## config.mk

```make
export PLATFORM = sky130hd
export DESIGN_NAME = video_pattern_gen_flat
export DESIGN_NICKNAME = d
export VERILOG_FILES = /design/src/rtl/video_tap_pkg.sv /design/src/rtl/video_pattern_gen_if.sv /design/src/rtl/video_timing_cnt.sv /design/src/rtl/video_pattern_gen.sv /design/src/flat_wrapper.sv
export SDC_FILE = /design/constraint.sdc
export NUM_CORES = 1
export LEC_CHECK = 0
export ABC_AREA = 1
export CAP_MARGIN = 20
export CORE_MARGIN = 10
export CORE_UTILIZATION = 55
export DETAILED_ROUTE_END_ITERATION = 8
export PLACE_DENSITY = 0.76
export SLEW_MARGIN = 10
export SYNTH_ARGS = -nofsm -noshare
export SYNTH_HDL_FRONTEND = slang
export SYNTH_SLANG_ARGS = --single-unit
```

## constraint.sdc

```tcl
create_clock -name clock -period 2.3 [get_ports clock]
set_input_delay 0.23 -clock clock [delete_from_list [all_inputs] [get_ports clock]]
set_output_delay 0.23 -clock clock [all_outputs]
set_load 0.1 [all_outputs]
```

## src/rtl/video_tap_pkg.sv

```systemverilog
// ---------------------------------------------------------------------------
// video_tap_pkg
// Definitions shared by the pattern generator and the tap-side blocks:
//   state_t            : run-control state encoding (IDLE / RUN / DRAIN)
//   PAT_*              : test-pattern selector codes
// ---------------------------------------------------------------------------
package video_tap_pkg;

    typedef enum logic [1:0] {
        ST_IDLE  = 2'd0,
        ST_RUN   = 2'd1,
        ST_DRAIN = 2'd2
    } state_t;

    localparam logic [1:0] PAT_RAMP  = 2'd0;
    localparam logic [1:0] PAT_BARS  = 2'd1;
    localparam logic [1:0] PAT_CHECK = 2'd2;
    localparam logic [1:0] PAT_FCNT  = 2'd3;

endpackage

```

## src/rtl/video_pattern_gen_if.sv

```systemverilog
// ---------------------------------------------------------------------------
// video_pattern_gen_if
// Control inputs and raster output stream of the pattern generator.
//   enable, pattern                       : run request and pattern select
//   outvs, outde, outdata, frame_done     : raster stream towards the tap
// modport master : the generator (drives the stream)
// modport slave  : controller / consumer side
// ---------------------------------------------------------------------------
interface video_pattern_gen_if #(
    parameter int DSIZE = 24
);
    logic             enable;
    logic [1:0]       pattern;
    logic             outvs;
    logic             outde;
    logic [DSIZE-1:0] outdata;
    logic             frame_done;

    modport master (
        input  enable, pattern,
        output outvs, outde, outdata, frame_done
    );

    modport slave (
        output enable, pattern,
        input  outvs, outde, outdata, frame_done
    );
endinterface

```

## src/rtl/video_timing_cnt.sv

```systemverilog
// ---------------------------------------------------------------------------
// video_timing_cnt
// Horizontal / vertical raster counters.
//   clock, rst  : clock, asynchronous active-high reset
//   run         : count when high, hold both counters at 0 when low
//   hcnt, vcnt  : current position inside the total (blanking + active) frame
//   line_wrap   : hcnt at its last value
//   frame_wrap  : hcnt and vcnt both at their last value
// ---------------------------------------------------------------------------
module video_timing_cnt #(
    parameter int H_TOTAL = 2200,
    parameter int V_TOTAL = 1125,
    parameter int HW      = 12,
    parameter int VW      = 11
) (
    input  logic          clock,
    input  logic          rst,
    input  logic          run,
    output logic [HW-1:0] hcnt,
    output logic [VW-1:0] vcnt,
    output logic          line_wrap,
    output logic          frame_wrap
);
    logic [HW-1:0] hcnt_reg;
    logic [VW-1:0] vcnt_reg;

    assign hcnt       = hcnt_reg;
    assign vcnt       = vcnt_reg;
    assign line_wrap  = (hcnt_reg == HW'(H_TOTAL - 1));
    assign frame_wrap = line_wrap && (vcnt_reg == VW'(V_TOTAL - 1));

    always_ff @(posedge clock or posedge rst) begin
        if (rst) begin
            hcnt_reg <= '0;
            vcnt_reg <= '0;
        end else if (!run) begin
            hcnt_reg <= '0;
            vcnt_reg <= '0;
        end else if (line_wrap) begin
            hcnt_reg <= '0;
            vcnt_reg <= frame_wrap ? '0 : vcnt_reg + 1'b1;
        end else begin
            hcnt_reg <= hcnt_reg + 1'b1;
        end
    end
endmodule

```

## src/rtl/video_pattern_gen.sv

```systemverilog
// ---------------------------------------------------------------------------
// video_pattern_gen
// Raster test-pattern source feeding the window-tap pipeline.
//   clock, rst : clock, asynchronous active-high reset
//   vid        : master side of video_pattern_gen_if
//                (enable/pattern in; outvs/outde/outdata/frame_done out)
// Frames always run to completion once started; all stream outputs are
// registered one cycle behind the raster counters.
// ---------------------------------------------------------------------------
module video_pattern_gen
    import video_tap_pkg::*;
#(
    parameter int DSIZE            = 24,
    parameter int VIDEO_WIDTH      = 1920,
    parameter int VIDEO_PRE_WIDTH  = 280,
    parameter int VIDEO_HEIGHT     = 1080,
    parameter int VIDEO_PRE_HEIGHT = 45,
    parameter int VS_LINES         = 5
) (
    input  logic                clock,
    input  logic                rst,
    video_pattern_gen_if.master vid
);
    localparam int H_TOTAL  = VIDEO_WIDTH + VIDEO_PRE_WIDTH;
    localparam int V_TOTAL  = VIDEO_HEIGHT + VIDEO_PRE_HEIGHT;
    localparam int HW       = $clog2(H_TOTAL);
    localparam int VW       = $clog2(V_TOTAL);
    localparam int C        = DSIZE / 3;
    localparam int BAR_STEP = VIDEO_WIDTH / 8;
    localparam int SUB_W    = (BAR_STEP > 1) ? $clog2(BAR_STEP) : 1;

    state_t           state_reg, state_next;
    logic             enable_reg;
    logic [1:0]       pattern_reg;
    logic [7:0]       fcnt_reg;
    logic [SUB_W-1:0] bar_sub_reg;
    logic [2:0]       bar_idx_reg;
    logic             outvs_reg, outde_reg, frame_done_reg;
    logic [DSIZE-1:0] outdata_reg;

    logic          run;
    logic [HW-1:0] hcnt;
    logic [VW-1:0] vcnt;
    logic          line_wrap, frame_wrap;
    logic          frame_start, vs, de;
    logic [15:0]   x_pos;
    logic [3:0]    y_low;
    logic [DSIZE-1:0] pixel;

    assign run = (state_reg != ST_IDLE);

    video_timing_cnt #(
        .H_TOTAL (H_TOTAL),
        .V_TOTAL (V_TOTAL),
        .HW      (HW),
        .VW      (VW)
    ) u_timing (
        .clock      (clock),
        .rst        (rst),
        .run        (run),
        .hcnt       (hcnt),
        .vcnt       (vcnt),
        .line_wrap  (line_wrap),
        .frame_wrap (frame_wrap)
    );

    assign frame_start = run && (hcnt == '0) && (vcnt == '0);
    assign vs          = (vcnt < VW'(VS_LINES));
    assign de          = (vcnt >= VW'(VIDEO_PRE_HEIGHT)) && (hcnt >= HW'(VIDEO_PRE_WIDTH));
    assign x_pos       = 16'(hcnt) - 16'(VIDEO_PRE_WIDTH);
    // Only bit 3 of y is ever needed (checkerboard phase).
    assign y_low       = 4'(16'(vcnt) - 16'(VIDEO_PRE_HEIGHT));

    // Enable is registered first, so RUN begins one edge after it is seen
    // and the counters are guaranteed to start from 0.
    always_ff @(posedge clock or posedge rst) begin
        if (rst) begin
            enable_reg <= 1'b0;
            state_reg  <= ST_IDLE;
        end else begin
            enable_reg <= vid.enable;
            state_reg  <= state_next;
        end
    end

    // Dropping enable on the very last cycle of a frame stops right there
    // instead of draining a whole further frame.
    always_comb begin
        state_next = state_reg;
        case (state_reg)
            ST_IDLE:  if (enable_reg) state_next = ST_RUN;
            ST_RUN:   if (!enable_reg) state_next = frame_wrap ? ST_IDLE : ST_DRAIN;
            ST_DRAIN: begin
                if (enable_reg)      state_next = ST_RUN;
                else if (frame_wrap) state_next = ST_IDLE;
            end
            default:  state_next = ST_IDLE;
        endcase
    end

    // Pattern select and frame counter update only at the frame origin.
    always_ff @(posedge clock or posedge rst) begin
        if (rst) begin
            pattern_reg <= PAT_RAMP;
            fcnt_reg    <= '0;
        end else if (frame_start) begin
            pattern_reg <= vid.pattern;
            fcnt_reg    <= fcnt_reg + 8'd1;
        end
    end

    // Bar index tracks the pixel the counters currently point at: held at 0
    // through blanking, then advanced every BAR_STEP active pixels. The
    // 3-bit index rolls 7->0 on the last active pixel of the line.
    always_ff @(posedge clock or posedge rst) begin
        if (rst) begin
            bar_sub_reg <= '0;
            bar_idx_reg <= '0;
        end else if (!run || line_wrap || (hcnt < HW'(VIDEO_PRE_WIDTH))) begin
            bar_sub_reg <= '0;
            bar_idx_reg <= '0;
        end else if (bar_sub_reg == SUB_W'(BAR_STEP - 1)) begin
            bar_sub_reg <= '0;
            bar_idx_reg <= bar_idx_reg + 3'd1;
        end else begin
            bar_sub_reg <= bar_sub_reg + 1'b1;
        end
    end

    always_comb begin
        pixel = '0;
        case (pattern_reg)
            PAT_RAMP:  pixel = DSIZE'(x_pos);
            PAT_BARS:  pixel = {{C{bar_idx_reg[2]}}, {C{bar_idx_reg[1]}}, {C{bar_idx_reg[0]}}};
            PAT_CHECK: pixel = {DSIZE{x_pos[3] ^ y_low[3]}};
            PAT_FCNT:  pixel = DSIZE'(fcnt_reg);
            default:   pixel = '0;
        endcase
    end

    always_ff @(posedge clock or posedge rst) begin
        if (rst) begin
            outvs_reg      <= 1'b0;
            outde_reg      <= 1'b0;
            outdata_reg    <= '0;
            frame_done_reg <= 1'b0;
        end else begin
            outvs_reg      <= run && vs;
            outde_reg      <= run && de;
            outdata_reg    <= (run && de) ? pixel : '0;
            // The frame's final counter position is exactly the last active pixel.
            frame_done_reg <= run && frame_wrap;
        end
    end

    assign vid.outvs      = outvs_reg;
    assign vid.outde      = outde_reg;
    assign vid.outdata    = outdata_reg;
    assign vid.frame_done = frame_done_reg;
endmodule

```

## src/flat_wrapper.sv

```systemverilog
// flat-port wrapper written by rule: the top's interface ports become plain ports
module video_pattern_gen_flat import video_tap_pkg::*;
#(
    parameter int DSIZE            = 24,
    parameter int VIDEO_WIDTH      = 1920,
    parameter int VIDEO_PRE_WIDTH  = 280,
    parameter int VIDEO_HEIGHT     = 1080,
    parameter int VIDEO_PRE_HEIGHT = 45,
    parameter int VS_LINES         = 5
)
  (clock, rst, vid_enable, vid_pattern, vid_outvs, vid_outde, vid_outdata, vid_frame_done);
  video_pattern_gen_if #(.DSIZE(DSIZE)) vid_i ();
  input  logic clock;
  input  logic rst;
  input wire logic [$bits(vid_i.enable)-1:0] vid_enable;
  input wire logic [$bits(vid_i.pattern)-1:0] vid_pattern;
  output wire logic [$bits(vid_i.outvs)-1:0] vid_outvs;
  output wire logic [$bits(vid_i.outde)-1:0] vid_outde;
  output wire logic [$bits(vid_i.outdata)-1:0] vid_outdata;
  output wire logic [$bits(vid_i.frame_done)-1:0] vid_frame_done;
  assign vid_i.enable = vid_enable;
  assign vid_i.pattern = vid_pattern;
  assign vid_outvs = vid_i.outvs;
  assign vid_outde = vid_i.outde;
  assign vid_outdata = vid_i.outdata;
  assign vid_frame_done = vid_i.frame_done;
  video_pattern_gen #(.DSIZE(DSIZE), .VIDEO_WIDTH(VIDEO_WIDTH), .VIDEO_PRE_WIDTH(VIDEO_PRE_WIDTH), .VIDEO_HEIGHT(VIDEO_HEIGHT), .VIDEO_PRE_HEIGHT(VIDEO_PRE_HEIGHT), .VS_LINES(VS_LINES)) u_core (.clock(clock), .rst(rst), .vid(vid_i));
endmodule
```

* After elaboration in Yosys (flattened, before gate mapping) *
Index checks and enable logic that the tools add are counted.

word-level totals
  flip-flop bits (word level) = 74
  input port bits = 5
  output and inout bits = 27
  logic and storage cells = 70

operators by class
  add/sub/neg operators = 7
  order comparisons = 4
  eq/ne operators = 12
  muxes and demuxes = 17
  bitwise gates (word level) = 1
  reductions and logical operators = 17

operators by type and width
  operator                                                                              count
  24-bit case mux with 4 select lines                                                   1
  11-bit two-way mux                                                                    3
  12-bit two-way mux                                                                    2
  24-bit two-way mux                                                                    1
  8-bit by 1-bit adder with 8-bit output, second input constant                         2
  8-bit two-way mux                                                                     2
  12-bit by 9-bit subtractor with 13-bit output, second input constant                  1
  12-bit by 1-bit adder with 12-bit output, second input constant                       1
  12-bit equality test, second input constant                                           1
  12-bit by 9-bit greater-or-equal comparator with 1-bit output, second input constant  1
  12-bit zero test                                                                      1
  12-bit by 9-bit less-than comparator with 1-bit output, second input constant         1
  11-bit by 1-bit adder with 11-bit output, second input constant                       1
  11-bit equality test, second input constant                                           1
  11-bit by 6-bit greater-or-equal comparator with 1-bit output, second input constant  1
  11-bit zero test                                                                      1
  11-bit by 3-bit less-than comparator with 1-bit output, second input constant         1
  2-bit two-way mux                                                                     5
  8-bit equality test, second input constant                                            1
  1-bit logical AND                                                                     7
  2-bit equality test, second input constant                                            3
  3-bit two-way mux                                                                     2
  2-bit case mux with 3 select lines                                                    1
  2-bit by 1-bit equality test with 1-bit output, second input constant                 2
  11 further kinds                                                                      15

* Depth between registers and ports, before layout *
Gate-level depths: netlist of the first run.

  depth in word-level cells = 5
  mapped depth = 10
  mapped depth without buffers = 9

* By module *
A second synthesis of the first run with hierarchy kept.

unflattened totals
  cells, all modules = 548
  area, all modules = 4003.8 um^2

by module, submodules not included
  module             times used  cells each  area an instance (um^2)  sequential area each (um^2)
  video_pattern_gen  1           334         2528.7                   1026.0
  video_timing_cnt   1           214         1475.2                   575.6

* Worst setup path after synthesis of the first run *
OpenSTA, ideal clock, no wires.

  path kind = register -> output
  start point = register, netlist name u_core.vid.outdata[22]
  end point = output vid_outdata[17]
  arrival time = 1.424 ns
  data required time = 2.070 ns
  slack = 0.646 ns
  stages on the path, launching flop included = 2
  path buffers = 1
  path through = dfrtp_1 buf_4

RTL lines
  item           RTL line            RTL
  end, declared  flat_wrapper.sv:19  output wire logic [$bits(vid_i.outdata)-1:0] vid_outdata;

* Worst setup path in the final report of the first run *
  start point = register u_core.u_timing.hcnt_reg[3] (netlist: u_core.u_timing.hcnt[3])
  end point = register u_core.outdata_reg[1] (netlist: u_core.vid.outdata[1])

on the way
  word-level cells in the longest chain between the ends = 4
  elaborated cells on any way between the ends = 7
  classes of those cells = add/sub: 1; order compare: 1; mux: 2; bitwise: 1; reduce/logical: 2

RTL lines
  item                                                                                                                            RTL line                                            RTL
  start, declared                                                                                                                 video_timing_cnt.sv:24                              logic [HW-1:0] hcnt_reg;
  start signal, assigned                                                                                                          video_timing_cnt.sv:43                              hcnt_reg <= hcnt_reg + 1'b1;
  12-bit by 9-bit subtractor with 13-bit output or 12-bit by 9-bit greater-or-equal comparator with 1-bit output (tied branches)  video_pattern_gen.sv:70, video_pattern_gen.sv:69
  1-bit XOR or 1-bit logical AND (tied branches)                                                                                  video_pattern_gen.sv:135, video_pattern_gen.sv:69
  24-bit case mux with 4 select lines or 1-bit logical AND (tied branches)                                                        video_pattern_gen.sv:132, video_pattern_gen.sv:150
  24-bit two-way mux *                                                                                                            video_pattern_gen.sv:150                            outdata_reg <= (run && de) ? pixel : '0;
  end signal, assigned                                                                                                            video_pattern_gen.sv:150
  end, declared                                                                                                                   video_pattern_gen.sv:39                             logic [DSIZE-1:0] outdata_reg;

Mark *: on every way between the ends. The rest lies on a longest branch, timed or not.
A chain may end at the register's enable or synchronous reset.

==> Flow_metrics.wiki, run 1 <==
{| class="wikitable"
! Metric !! Value
|-
| Master cell of the clock root buffer || clkbuf_8
|-
| Final Max Tran Viols || 0
|-
| Final global-route overflow total || 0
|-
| Vias in the first global route || 3238
|-
| RSZ-0062 raised after global routing || no
|-
| Placeable core region || 0.00679 mm²
|-
| Min setup slack post-route || 0.417 ns
|-
| Fill cell instance count of the final layout || 600
|-
| Post-CTS Hold Buffers || 0
|-
| CP Launch Type || register
|-
| Data arrival time of the critical path || 2.14 ns
|-
| Min cycle time layout || 1.88 ns
|-
| Wirelength, routed || around 8800 µm
|-
| # diodes || 0
|-
| Horizontal die dimension || 104 µm
|-
| Area taken by multi-input logic gates || roughly 0.0019 mm²
|-
| Postcts setup bufs || 0
|-
| Critical path required time || ~2.6 ns
|-
| Cell area after technology mapping || 0.00384 mm²
|-
| Finished Core Util || 0.639
|-
| Share of synthesized flip-flops with an asynchronous set or reset || 1.00
|-
| PortBufs || 31
|-
| Power density relative to cell area || 711 mW/mm²
|-
| Maximum clock frequency || 531 MHz
|-
| Most prevalent standard cell on the critical path || nand2_1
|-
| Largest net degree at the start of global routing || 65
|-
| Max H-tree Level || 3
|-
| Fraction of the mapped netlist area in simple logic gates || 0.380
|-
| TritonCTS clock tree || done
|-
| Synth cell types || 37
|-
| Number of buffers between clock root and the deepest sink || 2
|-
| Number of sinks driven by the clock tree || 64
|-
| CP delay by family, top || simple AND/OR/NAND/NOR gates
|-
| Worst skew pair latency || 0.36 ns
|-
| Cell leakage power || around 0.0022 µW
|-
| CP Max Fanout || 9
|-
| Clock transition at path regs || about 0.070 ns
|-
| Cell Count, Final, Fillers Out || 656
|-
| Effective utilization at floorplan || 0.565
|-
| WL/cell || roughly 13 µm
|-
| Dominant combinational cell family by area after synthesis || simple AND/OR/NAND/NOR gates
|-
| Share of the yosys chip area belonging to registers || 0.417
|-
| Worst setup timing slack at the placement stage || 0.461 ns
|-
| Flip-flop and latch count after synthesis || 64
|-
| Initial antenna violation count || 0
|-
| Count of maximum capacitance violations || 0
|-
| Dpl cells || 640
|-
| Critical path's largest stage delay || 0.50 ns
|-
| Worst Path Buf+Inv || 1
|-
| Post-route antenna net violation count || 0
|-
| Setup clock skew after layout || 0.00870 ns
|-
| Share of cells above drive strength 1 || 0.127
|-
| Number of design-rule violations left by the first detailed-router iteration || 210
|-
| Count of final hold-check violations || 0
|-
| Compound-cell area share of the yosys netlist || 0.0586
|-
| Category of the worst setup path capture point || register
|-
| Count of yosys warnings during synthesis || 0
|-
| All-layer global routing usage || 0.169
|-
| Die Area || 0.0107 mm²
|-
| Worst-path cell with the longest stage delay || dfrtp_1
|-
| WS Path Type || register to register
|-
| Clock buffers created by TritonCTS || 9
|-
| Net count reported at finish || 569
|-
| Number of design rule violations left after detail routing || 0
|-
| Share of synthesized area spent on multiplexers || 0.00261
|-
| Result of the run || complete, no violations
|-
| Post-Synthesis Net Count || 543
|-
| Die extent in y || between 100 and 150 µm
|-
| Weighted congestion at the end of routability-driven global placement || 0.967
|-
| Synth Flop Type || dfrtp_1
|-
| Max FFs per register || 14
|-
| Syn Area/Cell || around 7.3 µm²
|-
| Worst VDD drop || roughly 430 µV
|-
| Standard-cell rows || 30
|-
| Half-perimeter wire length after detailed placement || ~6600 µm
|-
| Transition time at the pin with the least slew margin || 0.431 ns
|-
| Total area of sequential cells || 0.00160 mm²
|-
| Synthesized-area fraction occupied by xor and xnor cells || 0.0205
|-
| List of cells traversed by the critical path || ha_1 -> nor2_1 -> nand2_1 -> nand2_1 -> nand3_2 -> nor2_1 -> nor2_2 -> nand2_1 -> inv_1
|-
| Worst rel slew slack || 0.712
|-
| Initial DRT Pass Iterations || 5
|-
| Overall power || 3090 µW
|-
| Adder and majority gate portion of the synthesized area || 0.0293
|-
| Number of setup violations in the final report || 0
|-
| Class of the most critical hold timing path || primary input to async pin
|-
| Area growth syn-to-layout || 13.1%
|-
| Via density per instance || between 5 and 6
|-
| Setup_tns || 0 ns
|-
| Post-Syn Instances || 529
|-
| Global-route wire length before repair || 15300 µm
|-
| Quantity of gates resized following cts || 0
|-
| Tcrit/Tclk final || 0.819
|-
| Number of vias in the routed layout || around 3.4k
|-
| I/O pin cnt || 32
|-
| Post-synth EDFFs || 0
|}
==> layer usage <==
layer / vias to the layer above / routed length, µm / GRT usage / share of wire
met1: 1569 / 4020 / 0.215 / 0.45
met3: 16 / 481 / 0.0421 / 0.054
met5: - / 0 / 0 / 0
met2: 109 / 4180 / 0.268 / 0.47
met4: 0 / 165 / 0.0696 / 0.019
li1: 1736 / - / - / -
==> cell usage after synthesis, drive strengths merged, types with 2 or more instances <==
cell | number | area, µm²
nand3b | 5 | 45.0
dfrtp | 64 | 1600
a21oi | 14 | 73.8
nor3 | 14 | 75.1
nand4 | 17 | 106
nor2 | 82 | 354
or2 | 2 | 12.5
xor2 | 8 | 70.1
o21ai | 25 | 129
nand2 | 162 | 618
nand3 | 43 | 235
ha | 9 | 113
buf | 18 | 133
clkbuf | 2 | 7.51
inv | 57 | 214
==> worst reg2reg max path, stage by stage (launching register included) <==
cell and delay (ns):
dfrtp_1 0.50, ha_1 0.29, nor2_1 0.25, nand2_1 0.14, nand2_1 0.13, nand3_2 0.14
nor2_1 0.17, nor2_2 0.07, nand2_1 0.06, inv_1 0.03
==> power breakdown <==
part	switching, µW	internal (µW)
Combinational	425	214
Clock	475	679
Sequential	99.9	1200
==> layout make-up <==
class                      count  area share
clock buffer                  11      0.0349
clock inverter                 5      0.0199
inverter                      57      0.0493
multi-input combinational    388       0.434
sequential                    64       0.369
tap                           96      0.0276
timing repair buffer          35      0.0657
==> metrics by stage <==
stage          cell area, µm²  hold slack, ns
2_1_floorplan            3840           0.261
5_1_grt                  4340           0.287
3_3_place_gp             4110           0.429
4_1_cts                  4340           0.269
6_report                 4340           0.244
3_5_place_dp             4110           0.439
==> path summary, 6_finish.rpt <==
path	startpoint	end	slack [ns]	cells after the start
setup / recovery	u_core.u_timing.hcnt[3]	u_core.vid.outdata[1]	0.42	9
hold / removal	rst	u_core.vid.outdata[2]	0.24	3
setup reg to reg	u_core.u_timing.hcnt[3]	u_core.vid.outdata[1]	0.42	9
hold reg to reg	u_core.state_reg[1]	u_core.state_reg[0]	0.45	1
max in group asynchronous	rst	u_core.u_timing.vcnt[1]	1.76	3
min in group clock	vid_enable	u_core.enable_reg	0.31	1
==> placed cells by master (no fill, tap or decap), types with 2 or more instances in the layout <==
cell type | netlist | final
dfrtp_1 | 64 | 64
o21ai_0 | 21 | 21
inv_6 | 0 | 2
nor2_2 | 3 | 3
nand3b_2 | 2 | 2
nor3_1 | 13 | 13
inv_2 | 4 | 5
bufinv_16 | 0 | 2
clkbuf_8 | 0 | 11
nor2_1 | 75 | 75
o21ai_1 | 3 | 3
ha_1 | 9 | 9
nand2_1 | 160 | 160
buf_4 | 12 | 30
nand4_1 | 17 | 17
a21oi_1 | 13 | 13
nand3_1 | 39 | 39
nand3b_1 | 3 | 3
nand3_2 | 4 | 4
xor2_1 | 8 | 8
nor2_4 | 3 | 3
inv_1 | 53 | 52
clkdlybuf4s50_1 | 0 | 4
==> cell families (layout without fill, tap and decap cells) <==
family	Yosys count	after routing
simple gates	327	327
buf+inv	77	108
mux	1	1
flops	64	64
xor+xnor	9	9
fa+ha+maj	9	9
compound gates	42	42
Note: power is estimated with default switching activity, not from simulation.
==> run 2: changes to the inputs <==
CORE_UTILIZATION = 53   (was 55)
PLACE_DENSITY = 0.77   (was 0.76)
clock period = 1.7 ns   (was 2.3 ns; I/O delays follow)
==> run 2 against run 1 <==
Against the previous run: first-iteration DRC count increased by 14%; largest power group unchanged; largest cell class unchanged; combinational power rose by 47%; via count up 4.7%; clock power grew 32%.
==> Flow_metrics.wiki, run 2 (synthesized netlist as in run 1, its figures left out) <==
{| class="wikitable"
! Metric !! Value
|-
| Result of the run || complete, no violations
|-
| Area growth syn-to-layout || 21.3%
|-
| Setup_tns || 0 ns (unchanged)
|-
| TritonCTS clock tree || done
|-
| Dpl cells || 652 (+1.9%)
|-
| Switching component of the power || 1370 µW (+37%)
|-
| Setup clock skew after layout || 0.00858 ns (-0.000118 ns)
|-
| Post-route antenna net violation count || 0 (unchanged)
|-
| Cell leakage power || 0.00235 µW (+4.9%)
|-
| Internal power consumption || 2850 µW (+36%)
|-
| Data arrival time of the critical path || 1.85 ns (-0.29 ns)
|-
| Transition time at the pin with the least slew margin || 0.411 ns (-0.0204 ns)
|-
| CP Max Fanout || 14 (+5)
|-
| Vias in the first global route || 3332 (+2.9%)
|-
| Maximum clock frequency || 623 MHz (+17%)
|-
| Half-perimeter wire length after detailed placement || 6850 µm (+4.0%)
|-
| Initial DRT Pass Iterations || 6 (+1)
|-
| Horizontal die dimension || 105 µm (+1.5%)
|-
| Share of cells above drive strength 1 || 0.162 (+0.0352)
|-
| CP Launch Type || register
|-
| Switching Share || 0.325 (+0.00120)
|-
| Effective utilization at floorplan || 0.556 (-0.00922)
|-
| Clock buffers created by TritonCTS || 9 (unchanged)
|-
| Cell Count, Final, Fillers Out || 670 (+2.1%)
|-
| Worst rel slew slack || 0.724 (+0.0128)
|-
| Min cycle time layout || 1.60 ns (-0.279 ns)
|-
| Initial antenna violation count || 0 (unchanged)
|-
| Max FFs per register || 14 (unchanged)
|-
| Clock transition at path regs || 0.08 ns (about the same)
|-
| Standard-cell rows || 30 (unchanged)
|-
| Worst skew pair latency || 0.36 ns (about the same)
|-
| Power density relative to cell area || 905 mW/mm² (+27%)
|-
| Worst VDD drop || 568 µV (+32%)
|-
| Number of stages on the worst hold path || 1
|-
| Part of the power in the clock network || 0.361 (-0.012)
|-
| Wirelength, routed || 9460 µm (+6.9%)
|-
| Class of the most critical hold timing path || primary input to register
|-
| Master cell of the clock root buffer || clkbuf_8
|-
| WS Path Type || register to register
|-
| RSZ-0062 raised after global routing || yes
|-
| R2R cell count || 8 (-1)
|-
| Die extent in y || 105 µm (+1.5%)
|-
| Number of sinks driven by the clock tree || 64 (unchanged)
|-
| Final global-route overflow total || 0 (unchanged)
|-
| # diodes || 0 (unchanged)
|-
| All-layer global routing usage || 0.169 (about the same)
|-
| Weighted congestion at the end of routability-driven global placement || 0.968 (about the same)
|-
| Via density per instance || 5.36 (+2.5%)
|-
| Number of setup violations in the final report || 0 (unchanged)
|-
| PortBufs || 31 (unchanged)
|-
| WL/cell || 14.1 µm (+4.7%)
|-
| Number of design rule violations left after detail routing || 0 (unchanged)
|-
| Largest net degree at the start of global routing || 65 (unchanged)
|-
| Post-CTS Hold Buffers || 0 (unchanged)
|-
| Critical path required time || 1.94 ns (-0.62 ns)
|-
| Tcrit/Tclk final || 0.944 (+0.125)
|-
| Max H-tree Level || 3 (unchanged)
|-
| Number of buffers between clock root and the deepest sink || 2 (unchanged)
|-
| Number of vias in the routed layout || 3591 (+4.7%)
|-
| Number of design-rule violations left by the first detailed-router iteration || 240 (+14%)
|-
| I/O pin cnt || 32 (unchanged)
|-
| Die Area || 0.0111 mm² (+3.0%)
|-
| Most common cell after layout, fill and taps aside || nand2_1
|-
| Net count reported at finish || 583 (+2.5%)
|-
| Count of final hold-check violations || 0 (unchanged)
|-
| Global-route wire length before repair || 15500 µm (+1.6%)
|-
| Count of maximum capacitance violations || 0 (unchanged)
|-
| Relative contribution of sequential cells to total power || 0.416 (-0.004)
|-
| Combinational Power Share || 0.223 (+0.016)
|-
| Most frequent cells in the layout || 159 x nand2_1, 73 x nor2_1, 62 x dfrtp_1
|-
| Category of the worst setup path capture point || register
|-
| Worst reg-to-reg setup slack || 0.1 ns (-0.32 ns)
|-
| Final Max Tran Viols || 0 (unchanged)
|-
| Placeable core region || 0.00691 mm² (+1.7%)
|}
-- run 2: changes by cell type in the layout (fill, tap and decap cells not counted), sizes merged --
cell | before | now
inv | 59 | 56
buf | 31 | 45
clkinv | 1 | 3
clkinvlp | 0 | 1
-- run 2: what timing repair did --
| item | CTS | global route |
|---|---|---|
| resized for setup | 0 | 13 |
| setup buffers | 0 | 2 |
| setup endpoints to repair | 0 | 24 |
-- run 2: path summary, 6_finish.rpt --
check | end | from
worst max-delay path | u_core.bar_idx_reg[2] | u_core.u_timing.hcnt[1]
worst min-delay path | u_core.enable_reg | vid_enable
worst max register to register | u_core.bar_idx_reg[2] | u_core.u_timing.hcnt[1]
worst min register to register | u_core.state_reg[0] | u_core.state_reg[0]
max in group asynchronous | u_core.fcnt_reg[2] | rst
min in group asynchronous | u_core.u_timing.hcnt[9] | rst
-- run 2: critical path, cell delays in order (launching register included) --
cell	delay, ns
dfrtp_1	0.42
ha_4	0.18
nand2_1	0.10
nor2_2	0.17
nand2_4	0.07
nor2_4	0.24
nor2_8	0.10
nand2_1	0.15
nor2_1	0.06
-- run 2: stage by stage --
stage | instance area (µm²) | power (µW) | util | hold WS [ns] | setup slack (ns)
after detailed placement | 4350 | 2670 | 0.630 | 0.446 | 0.0582
after global placement | 4350 | 2640 | 0.630 | 0.428 | 0.105
after global routing | 4660 | 4460 | 0.675 | 0.263 | 0.00394
after CTS | 4580 | 4200 | 0.663 | 0.241 | 0.0365
final | 4660 | 4220 | 0.675 | 0.244 | 0.0956
after floorplan | 3840 | 2400 | - | 0.201 | 0.106
-- run 2: power groups by stage --
stage               registers [µW]  clock network, µW  logic, µW
CTS                           1740               1540        913
finish                        1750               1520        941
global placement              1770                  0        865
floorplan                     1760                  0        646
global route                  1770               1620       1070
detailed placement            1770                  0        901
-- run 2: area by class of cell --
cell class | count | area (µm²)
Fill cell | 579 | 2250
Multi-Input combinational cell | 388 | 1950
Sequential cell | 64 | 1600
Timing Repair Buffer | 49 | 541
Inverter | 57 | 218
Clock buffer | 11 | 151
Tap cell | 96 | 120
Clock inverter | 5 | 78.8
-- run 2: metal layers --
| metal | part of all wire | track usage | vias to the layer above |
|---|---|---|---|
| met3 | 0.073 | 0.0369 | 22 |
| met1 | 0.44 | 0.214 | 1668 |
| li1 | - | - | 1760 |
| met5 | 0 | 0 | - |
| met2 | 0.46 | 0.262 | 141 |
| met4 | 0.032 | 0.0961 | 0 |
==> RTL change 1: new RTL, flow settings as in run 2 <==
`VIDEO_HEIGHT` is set to 1080 in 2 places; all go to 4320.
--- a/src/rtl/video_pattern_gen.sv
+++ b/src/rtl/video_pattern_gen.sv
@@ -15,3 +15,3 @@
     parameter int VIDEO_PRE_WIDTH  = 280,
-    parameter int VIDEO_HEIGHT     = 1080,
+    parameter int VIDEO_HEIGHT     = 4320,
     parameter int VIDEO_PRE_HEIGHT = 45,
--- a/src/flat_wrapper.sv
+++ b/src/flat_wrapper.sv
@@ -6,3 +6,3 @@
     parameter int VIDEO_PRE_WIDTH  = 280,
-    parameter int VIDEO_HEIGHT     = 1080,
+    parameter int VIDEO_HEIGHT     = 4320,
     parameter int VIDEO_PRE_HEIGHT = 45,
Check against the original RTL: same outputs for any inputs over 10 cycles, from zero or initial values and one cycle with rst high; that may be too few to reach the edited logic, so the function may still have changed.
==> RTL change 1 against run 2 <==
  * Wire length fell by 6.7%
  * Total power fell by 3.2%
  * Area after synthesis rose by 1.2%
  * Clock power fell by 16%
  * Count of clock-buffer cells in the layout fell by 1
  * Clock skew rose by 7.1 ps
  * First-iteration DRC count rose by 20%
  * Worst setup slack got worse by 4.0 ps
  * Sequential cell count rose by 2
  * Sequential share of layout area rose by 0.81 points
  * Final area rose by 0.91%
==> RTL change 1: results (changes against run 2) <==
nets@finish - 575 (-1.4%)
XOR/XNOR Fraction of Synth Area - 3.381% (+1.3 points)
Yosys cell types - 35 (-5.4%)
routed wire length - 8.820 mm (-6.7%)
Plain + repair buffers - 54 (+10%)
Crit Path Max Fanout - 6 (-8)
largest net degree at the start of global routing - 32 (-51%)
GRT Util Overall - 16.08% (-0.86 points)
inverter count - 59 (+3.5%)
status - finished clean
Worst Skew - 15.72 ps (+7.145 ps)
combinational power share - 24.9% (+2.6 points)
Slew HR - 69.24% (-3.2 points)
R2R Path End - u_core.vid.outdata[22]
Place WS - 8.255 ps (-49.93 ps)
DP Area - 0.004413 sq mm (+1.4%)
Worst R2R Start - u_core.u_timing.hcnt[3]
CP peak stage delay - 460 ps (+40 ps)
drt first pass iters - 5 (-1)
post-DP HPWL - 6.760 mm (-1.4%)
Worst Reg-to-Reg Cells - 9 (+1)
Synth Area in Compound Gates - 6.246% (+0.38 points)
DR WL met2 - 4.278 mm (-1.3%)
Tcrit/Tclk final - 94.61% (+0.23 points)
adder-cell share of the synthesized area - 2.898% (-0.034 points)
Clk power - 1.27 mW (-16%)
vias in the first global route - 3,297 (-1.1%)
worst hold path class - input pin to async pin
sequential area share after synthesis - 42.50% (+0.80 points)
routability congestion estimate - 0.9012 (-6.9%)
CP Launch Point - u_core.u_timing.hcnt[3]
Sw Share - 33.94% (+1.5 points)
first-pass GRT wire length - 14.93 mm (-3.8%)
multi-input logic portion of the cell area - 40.76% (-1.0 points)
Synth Area per Inst - 7.502 sq um (+3.3%)
final-layout clock-cell area share - 3.937% (-1.0 points)
commonest cells in the netlist - nand2_1, dfrtp_1, nor2_1
Max VDD drop - 0.0004580 V (-19%)
# clock sinks - 66 (+3.1%)
crit path max-delay cell type - dfrtp_2
signal buffers share of area - 12.56% (+0.96 points)
worst skew pair latency - 360 ps (about the same)
DR iter-0 viols - 289 (+20%)
layout cells sized above 1 - 19.43% (+3.2 points)
largest cells by area after synthesis - dfrtp_1, nand2_1, nor2_1
met3 WL - 527 um (-23%)
met1 WL - 3.860 mm (-6.6%)
max FFs per register - 14 (unchanged)
fraction of area in registers - 35.22% (+0.81 points)
count of multi-input gates - 371 (-4.4%)
RTL change 1: changes by cell type in the layout (fill, tap and decap cells not counted), sizes merged, moves of 3 or more:
cell           run 2  this run
nor3              14        17
a21oi             14        22
nand2            162       137
nor2              82        70
nand4             17        23
nand3b             5         1
buf               45        50
xnor2              1         5
RTL change 1: timing repair:
action / 4_1_cts / 5_1_grt
gates resized for setup: 1 / 19
pin swaps: 0 / 1
setup endpoints to repair: 6 / 47
buffers inserted: 0 / 5
RTL change 1: stage by stage:
step           utilization (%)  setup TNS (ps)  hold WS, ps  cells
2_1_floorplan                -               0        201.4    518
3_3_place_gp             61.50               0        442.6    644
3_5_place_dp             61.50               0        456.9    644
4_1_cts                  64.18               0        143.7    660
5_1_grt                  65.54          -40.40        155.1    665
6_report                 65.54               0        136.4    665
RTL change 1: per-layer routing:
metal,vias up,track usage [%]
li1,1747,-
met1,1609,19.35
met2,92,26.76
met3,17,4.385
met4,0,6.383
met5,-,0
==> RTL change 2: new RTL, config.mk and constraints of run 2 <==
Without the edit above. Encoding of `state_t`: now one-hot (3 bits for 3 states).
--- a/src/rtl/video_tap_pkg.sv
+++ b/src/rtl/video_tap_pkg.sv
@@ -8,6 +8,6 @@
 
-    typedef enum logic [1:0] {
-        ST_IDLE  = 2'd0,
-        ST_RUN   = 2'd1,
-        ST_DRAIN = 2'd2
+    typedef enum logic [2:0] {
+        ST_IDLE  = 3'b001,
+        ST_RUN   = 3'b010,
+        ST_DRAIN = 3'b100
     } state_t;
Formal check against the unedited RTL: no difference found for any inputs over 10 cycles, from zero or initial values and one cycle with rst high; not proved beyond that.
==> RTL change 2 against run 2 <==
  * Final area increased by 0.11%
  * Area after synthesis decreased by 1.5%
  * Final cell count decreased by 6.0%
  * Sequential cell count increased by 1
  * Worst setup slack improved by 15 ps
  * Wire length decreased by 8.2%
Power is not compared: it rests on default switching activity, and its combinational part moved more than twofold at a synthesized area within 25%.
==> RTL change 2: results (changes against run 2) <==
R2R Path End - u_core.vid.outdata[11]
Final Util - 67.92% (+0.44 points)
Worst Reg-to-Reg Cells - 9 (+1)
GRT Util Overall - 15.71% (-1.2 points)
area of the multi-input gates - 0.001805 sq mm (-7.3%)
vias per cell - 5.257 (-1.9%)
first-pass GRT wire length - 14.37 mm (-7.4%)
routability congestion estimate - 0.9298 (-3.9%)
met1 WL - 3.883 mm (-6.0%)
hold slack - 154.7 ps (-89.77 ps)
crit path max-delay cell type - dfrtp_2
DP Area - 0.004334 sq mm (-0.37%)
post-DP HPWL - 6.388 mm (-6.8%)
syn_nets - 488 (-10%)
DR iter-0 viols - 261 (+8.8%)
inverter count - 59 (+3.5%)
largest net degree at the start of global routing - 32 (-51%)
R2R Setup Slk - 110 ps (+20 ps)
Plain + repair buffers - 65 (+33%)
layout cells sized above 1 - 22.85% (+6.6 points)
DR WL met2 - 4.118 mm (-5.0%)
# clock sinks - 65 (+1.6%)
count of multi-input gates - 330 (-15%)
Data arrival, critical path - 1820 ps (-30 ps)
Synth Area per Inst - 7.980 sq um (+9.9%)
fillers - 538 (-7.1%)
status - finished clean
sequential area share after synthesis - 43.04% (+1.3 points)
Yosys cell types - 39 (+5.4%)
vias post-DR - 3,312 (-7.8%)
worst hold path class - input pin to async pin
Worst Skew - 10.91 ps (+2.326 ps)
met3 Use GR - 4.337% (+0.65 points)
crit path time final - 1589 ps (-15.13 ps)
clkbuf count - 10 (-1)
CP peak stage delay - 440 ps (+20 ps)
Worst Tran Pin Value - 392.0 ps (-18.62 ps)
Crit Path Max Fanout - 10 (-4)
Die Width - 104.5 um (-0.62%)
Reg area - 0.001629 sq mm (+1.6%)
[RTL change 2: cell types whose count changed after synthesis, sizes merged, moves of 4 or more]
cell           run 2  this run
nand2            162        89
a21oi             14        19
nor3              14        20
o21ai             25        30
nand3b             5         1
xor2               8        16
nand4             17        13
nor2              82        77
[RTL change 2: power groups by stage]
stage	clock [mW]	sequential, mW	combinational, mW
2_1_floorplan	0	1.95	1.38
3_3_place_gp	0	1.93	1.74
3_5_place_dp	0	1.94	1.79
4_1_cts	1.34	1.91	1.81
5_1_grt	1.40	1.94	2.30
6_report	1.31	1.92	2.07
[RTL change 2: logic make-up (layout without fill, tap and decap cells)]
logic type / after synthesis / in the layout / share of synthesized area [%]
and+or+nand+nor: 249 / 250 / 31.00
buffers and inverters: 80 / 139 / 10.29
DFF: 65 / 65 / 43.04
AOI/OAI and AO/OA: 52 / 52 / 8.304
xor gates and xnor gates: 19 / 19 / 4.400
adders and majority gates: 9 / 9 / 2.977
